==> config.mk <==
export PLATFORM = sky130hd
export DESIGN_NAME = gba_audio_sampler
export DESIGN_NICKNAME = d
export VERILOG_FILES = /design/src/rtl/gba_audio_sampler.sv
export SDC_FILE = /design/constraint.sdc
export NUM_CORES = 1
export LEC_CHECK = 0
export BUFFER_PORTS_ARGS = -buffer_cell sky130_fd_sc_hd__buf_2
export CORE_ASPECT_RATIO = 0.6
export CORE_UTILIZATION = 40
export CTS_CLUSTER_DIAMETER = 40
export CTS_CLUSTER_SIZE = 30
export DETAILED_ROUTE_END_ITERATION = 12
export SETUP_SLACK_MARGIN = 0.05
export SLEW_MARGIN = 15
export SYNTH_ARGS = -nofsm -noshare
export SYNTH_HDL_FRONTEND = slang
export SYNTH_SLANG_ARGS = --single-unit
==> constraint.sdc <==
create_clock -name clk -period 9.2 [get_ports clk]
set_input_delay 0.92 -clock clk [delete_from_list [all_inputs] [get_ports clk]]
set_output_delay 0.92 -clock clk [all_outputs]
set_load 0.1 [all_outputs]
==> src/rtl/gba_audio_sampler.sv <==
// GBA PWM audio to 16-bit stereo PCM: per-window duty measurement, gain with
// saturation, one-pole low-pass, and a single-entry valid/ready output stage.
module gba_audio_sampler #(
  parameter int unsigned SAMPLE_DIV = 1547,
  parameter int unsigned GAIN_SHIFT = 4,
  parameter int unsigned FILT_SHIFT = 2
) (
  input  logic        clk,
  input  logic        rst,
  input  logic        audioLIn,
  input  logic        audioRIn,
  input  logic        sampleReady,
  output logic        sampleValid,
  output logic [15:0] sampleL,
  output logic [15:0] sampleR,
  output logic        overrun
);

  localparam int unsigned CNT_W = 16;
  localparam int unsigned SCL_W = CNT_W + 2 + GAIN_SHIFT;
  localparam int unsigned Y_W   = 18;
  localparam int unsigned F_W   = Y_W + 2;

  localparam logic signed [SCL_W-1:0] SCL_MAX = SCL_W'(32767);
  localparam logic signed [SCL_W-1:0] SCL_MIN = SCL_W'(-32768);
  localparam logic signed [F_W-1:0]   F_MAX   = F_W'(32767);
  localparam logic signed [F_W-1:0]   F_MIN   = F_W'(-32768);

  // Centre the duty count around zero, apply gain, clamp to 16-bit PCM.
  function automatic logic signed [15:0] scale(input logic [CNT_W-1:0] cnt);
    logic signed [SCL_W-1:0] raw;
    logic signed [SCL_W-1:0] shifted;
    raw     = $signed(SCL_W'({cnt, 1'b0})) - $signed(SCL_W'(SAMPLE_DIV));
    shifted = raw <<< GAIN_SHIFT;
    if (shifted > SCL_MAX)      return 16'sh7FFF;
    else if (shifted < SCL_MIN) return 16'sh8000;
    else                        return 16'(shifted);
  endfunction

  // One-pole low-pass step, saturated to the 16-bit range.
  function automatic logic signed [Y_W-1:0] filt(input logic signed [Y_W-1:0] y,
                                                  input logic signed [15:0]    x);
    logic signed [F_W-1:0] diff;
    logic signed [F_W-1:0] sum;
    diff = F_W'(x) - F_W'(y);
    sum  = F_W'(y) + (diff >>> FILT_SHIFT);
    if (sum > F_MAX)      return Y_W'(F_MAX);
    else if (sum < F_MIN) return Y_W'(F_MIN);
    else                  return Y_W'(sum);
  endfunction

  logic [1:0]              sync_l_q, sync_l_d, sync_r_q, sync_r_d;
  logic [CNT_W-1:0]        win_cnt_q, win_cnt_d;
  logic [CNT_W-1:0]        high_l_q, high_l_d, high_r_q, high_r_d;
  logic [CNT_W-1:0]        cnt_l, cnt_r;
  logic                    win_end;
  logic                    v1_q, v1_d, v2_q, v2_d;
  logic signed [15:0]      scl_l_q, scl_l_d, scl_r_q, scl_r_d;
  logic signed [Y_W-1:0]   y_l_q, y_l_d, y_r_q, y_r_d;
  logic                    valid_q, valid_d, overrun_q, overrun_d;
  logic [15:0]             out_l_q, out_l_d, out_r_q, out_r_d;

  always_comb begin
    sync_l_d  = {sync_l_q[0], audioLIn};
    sync_r_d  = {sync_r_q[0], audioRIn};
    win_end   = (win_cnt_q == CNT_W'(SAMPLE_DIV - 1));
    // The window-end cycle's own input is folded into the captured count.
    cnt_l     = high_l_q + CNT_W'(sync_l_q[1]);
    cnt_r     = high_r_q + CNT_W'(sync_r_q[1]);
    win_cnt_d = win_end ? '0 : win_cnt_q + CNT_W'(1);
    high_l_d  = win_end ? '0 : cnt_l;
    high_r_d  = win_end ? '0 : cnt_r;

    v1_d    = win_end;
    scl_l_d = win_end ? scale(cnt_l) : scl_l_q;
    scl_r_d = win_end ? scale(cnt_r) : scl_r_q;

    v2_d  = v1_q;
    y_l_d = v1_q ? filt(y_l_q, scl_l_q) : y_l_q;
    y_r_d = v1_q ? filt(y_r_q, scl_r_q) : y_r_q;

    // Output stage: a load always wins; an unconsumed sample being replaced flags overrun.
    valid_d   = valid_q & ~sampleReady;
    out_l_d   = out_l_q;
    out_r_d   = out_r_q;
    overrun_d = 1'b0;
    if (v2_q) begin
      valid_d   = 1'b1;
      out_l_d   = y_l_q[15:0];
      out_r_d   = y_r_q[15:0];
      overrun_d = valid_q & ~sampleReady;
    end
  end

  always_ff @(posedge clk) begin
    if (rst) begin
      sync_l_q  <= '0;
      sync_r_q  <= '0;
      win_cnt_q <= '0;
      high_l_q  <= '0;
      high_r_q  <= '0;
      v1_q      <= 1'b0;
      v2_q      <= 1'b0;
      scl_l_q   <= '0;
      scl_r_q   <= '0;
      y_l_q     <= '0;
      y_r_q     <= '0;
      valid_q   <= 1'b0;
      overrun_q <= 1'b0;
      out_l_q   <= '0;
      out_r_q   <= '0;
    end else begin
      sync_l_q  <= sync_l_d;
      sync_r_q  <= sync_r_d;
      win_cnt_q <= win_cnt_d;
      high_l_q  <= high_l_d;
      high_r_q  <= high_r_d;
      v1_q      <= v1_d;
      v2_q      <= v2_d;
      scl_l_q   <= scl_l_d;
      scl_r_q   <= scl_r_d;
      y_l_q     <= y_l_d;
      y_r_q     <= y_r_d;
      valid_q   <= valid_d;
      overrun_q <= overrun_d;
      out_l_q   <= out_l_d;
      out_r_q   <= out_r_d;
    end
  end

  assign sampleValid = valid_q;
  assign sampleL     = out_l_q;
  assign sampleR     = out_r_q;
  assign overrun     = overrun_q;

endmodule

==> reports/results.tsv <==
metric	value	unit
Tcrit/Tclk final	58.5	%
Synth Net Count	1179	
mean area per synthesized cell	8.48	µm²
final setup margin	3.82	ns
Final Slew Violations	0	
worst skew pair latency	0.43	ns
Cell Area, Synth	0.00927	mm²
ANT nets after route	0	
Final TNS setup	0	ns
crit end category	register	
total CTS buffers	17	
Max VDD drop	0.120	mV
R2R cell count	22	
synth top area cells	dfxtp_1, ha_1, xnor2_1, nor2_1, xor2_1	
clock transition at the registers of the reported paths	0.07	ns
CTS Buffer Depth	2	
First DRT Iteration DRCs	413	
DPL Wire Length	15.2	mm
total gr overflow	0	
Async SR Flop Fraction	0	%
RSZ-0062 raised after global routing	false	
pre-CTS WS	3.93	ns
post-synthesis register bit count	150	
required time worst endpoint	9.53	ns
outcome	completed	
Die H	120	µm
Critical Path Source Type	register	
crit path to	y_r_q[14]$_SDFFE_PP0P_	
vias	7506	
Core Util, Final	45.8	%
die span in x	199	µm
Hold-fix buffers, CTS	0	
Ports	39	
first-pass GRT wire length	35.2	mm
MaxCap Viol Count	0	
WP data arrival	5.72	ns
Distinct cells, synth	71	
worst setup path start	y_r_q[1]$_SDFFE_PP0P_	
Pwr Total	0.00139	W
Starting Density	41.4	%
final hold vios	0	
share of cells above drive strength 1	8.74	%
Slew Limit Headroom	24.0	%
GRT Util Overall	18.5	%
Slew @ Worst Pin	1.14	ns
gpl congestion	0.924	
Clock Sinks	150	
fin crit period	5.38	ns
row cnt	42	
r2r startpoint	y_r_q[1]$_SDFFE_PP0P_	
post-synthesis sequential area ratio	32.4	%
Cell Pwr Density	136	mW/mm²
Remaining DRCs	0	
CTS HTree Levels	4	
Max Fanout on Critical Path	15	
nets	1193	
Synthesis Warnings	0	
initial antenna violation count	0	
post-synth top area cell	dfxtp_1	
CTS resizes	0	
Layout area overhead	10.5	%
top-area cell type share of the netlist area	32.4	%
Top FF cell, synth	dfxtp_1	
vias per inst	5.25	
fillers	2188	
die area	0.0238	mm²
WS Path Type	reg2reg	
Post-Route WL	21.1	mm
Buffers on Ports	38	
first drt pass iteration count	5	
Final Instance Area	0.0102	mm²
Root Driver	clkbuf_16	
setup bufs post-CTS	0	
Hold Path Depth	1	
EDFF count, synth	0	
leak pwr	4.21	nW
r2r endpoint	y_r_q[14]$_SDFFE_PP0P_	
clock skew	0.0107	ns
fmax	186	MHz
core area	0.0224	mm²
n_diodes	0	
CTS tree	done	
Reg2Reg Setup Slack	3.82	ns
vias in the first global route	6975	
placed standard-cell area	0.00965	mm²
Avg WL per Cell	14.8	µm
hold crit path type	reg2reg	
final setup fails	0	
Syn Inst Count	1094	
largest net degree at the start of global routing	83	
[Yosys cell counts (4+ instances only)]
library cell	n
dfxtp_1	150
nor2_1	135
nand2_1	79
ha_1	78
a21oi_1	60
xnor2_1	60
inv_1	59
xor2_1	47
mux2i_1	37
clkbuf_1	31
nand3_1	28
a211oi_1	26
a21o_1	23
o21ai_0	22
nor3_1	21
nor2b_1	19
o211ai_1	17
a221oi_1	14
o21ai_1	14
o21a_1	13
and3_1	11
a221o_1	10
a31oi_1	10
and2_1	10
nand2b_1	9
nand4_1	9
o21bai_1	8
buf_2	7
nor4_1	7
and4_1	5
buf_6	5
or3_1	5
a21boi_0	4
and3_4	4
o22ai_1	4
[worst min path at each step]
stage                        endpoint                    from
3_5_place_dp   sync_r_q[1]$_SDFF_PP0_  sync_r_q[0]$_SDFF_PP0_
5_1_grt        sync_r_q[1]$_SDFF_PP0_  sync_r_q[0]$_SDFF_PP0_
4_1_cts        sync_r_q[1]$_SDFF_PP0_  sync_r_q[0]$_SDFF_PP0_
2_1_floorplan  sync_l_q[1]$_SDFF_PP0_  sync_l_q[0]$_SDFF_PP0_
3_3_place_gp   sync_r_q[1]$_SDFF_PP0_  sync_r_q[0]$_SDFF_PP0_
6_report       sync_r_q[1]$_SDFF_PP0_  sync_r_q[0]$_SDFF_PP0_
[final cells by class]
type	instances	area [µm²]	area share [%]
multi-input cells	838	5820	56.8
clock inverters	13	155	1.51
well taps	308	385	3.76
inverters	60	225	2.20
repair buffers	41	215	2.10
flip-flops and latches	150	3000	29.3
clock buffers	19	443	4.32
[report_power, final]
group | switching, W | internal (W)
Sequential | 0.00000178 | 0.000652
Combinational | 0.0000149 | 0.00000430
Clock | 0.000284 | 0.000432
[state kept, by name, summed over array words and instances, names as in the netlist, 13 cells and up]
register / flops
y_l_q: 18
scl_r_q: 13
win_cnt_q: 16
sampleL: 16
sampleR: 16
high_r_q: 16
high_l_q: 16
y_r_q: 18
scl_l_q: 13
[routing by layer]
metal,wire (µm),GRT usage (%)
met5,0,0
met3,816,3.32
met2,7980,25.2
met1,12100,29.1
met4,187,4.86
[critical path, cell delays in order, from the launching register on]
cell,delay [ns]
dfxtp_1,0.41
inv_1,0.09
ha_1,0.27
a21o_1,0.17
a21oi_1,0.26
o21ai_1,0.20
a21oi_1,0.33
nor2b_1,0.10
o21a_1,0.19
o21a_1,0.16
nor2_1,0.11
xnor2_1,0.13
ha_1,0.32
and3_1,0.20
a221oi_1,0.24
a21boi_2,0.25
o21ai_1,0.13
a2111oi_1,0.45
o21bai_1,0.13
xor2_1,0.20
o31a_1,0.63
a31oi_1,0.09
a211oi_1,0.23
[stage by stage]
step	instances	hold WS, ns
final	1429	0.436
after CTS	1429	0.440
after detailed placement	1397	0.425
after global placement	1397	0.419
after floorplan	1094	0.414
after global routing	1429	0.452
[kinds of logic (layout without fill, tap and decap cells)]
logic type	count (synthesis)	after routing	share of synthesized area (%)
AO/OA/AOI/OAI	250	250	18.6
XOR/XNOR	109	109	10.5
adder cells (fa/ha/maj)	80	80	11.0
buffers and inverters	106	133	4.87
flip-flops	150	150	32.4
multiplexers	38	38	4.11
AND/OR/NAND/NOR	361	361	18.6
[placed cells by master, fill, tap and decap left out, drive strengths merged, types with 7 or more instances in the layout]
cell / synthesis / final
o21a: 13 / 13
ha: 78 / 78
xor2: 47 / 47
nand2: 80 / 80
clkbuf: 31 / 19
a21oi: 60 / 60
nor4: 7 / 7
dfxtp: 150 / 150
nand3: 28 / 28
and3: 15 / 15
a221oi: 14 / 14
nand2b: 9 / 9
inv: 60 / 61
and2: 12 / 12
o21bai: 8 / 8
a211oi: 26 / 26
buf: 15 / 41
o21ai: 36 / 36
a221o: 10 / 10
nor3: 23 / 23
mux2i: 37 / 37
a21o: 23 / 23
nor2: 136 / 136
o211ai: 17 / 17
xnor2: 62 / 62
a31oi: 11 / 11
nand4: 9 / 9
nor2b: 19 / 19
No activity file was read; power rests on OpenSTA's default activity.
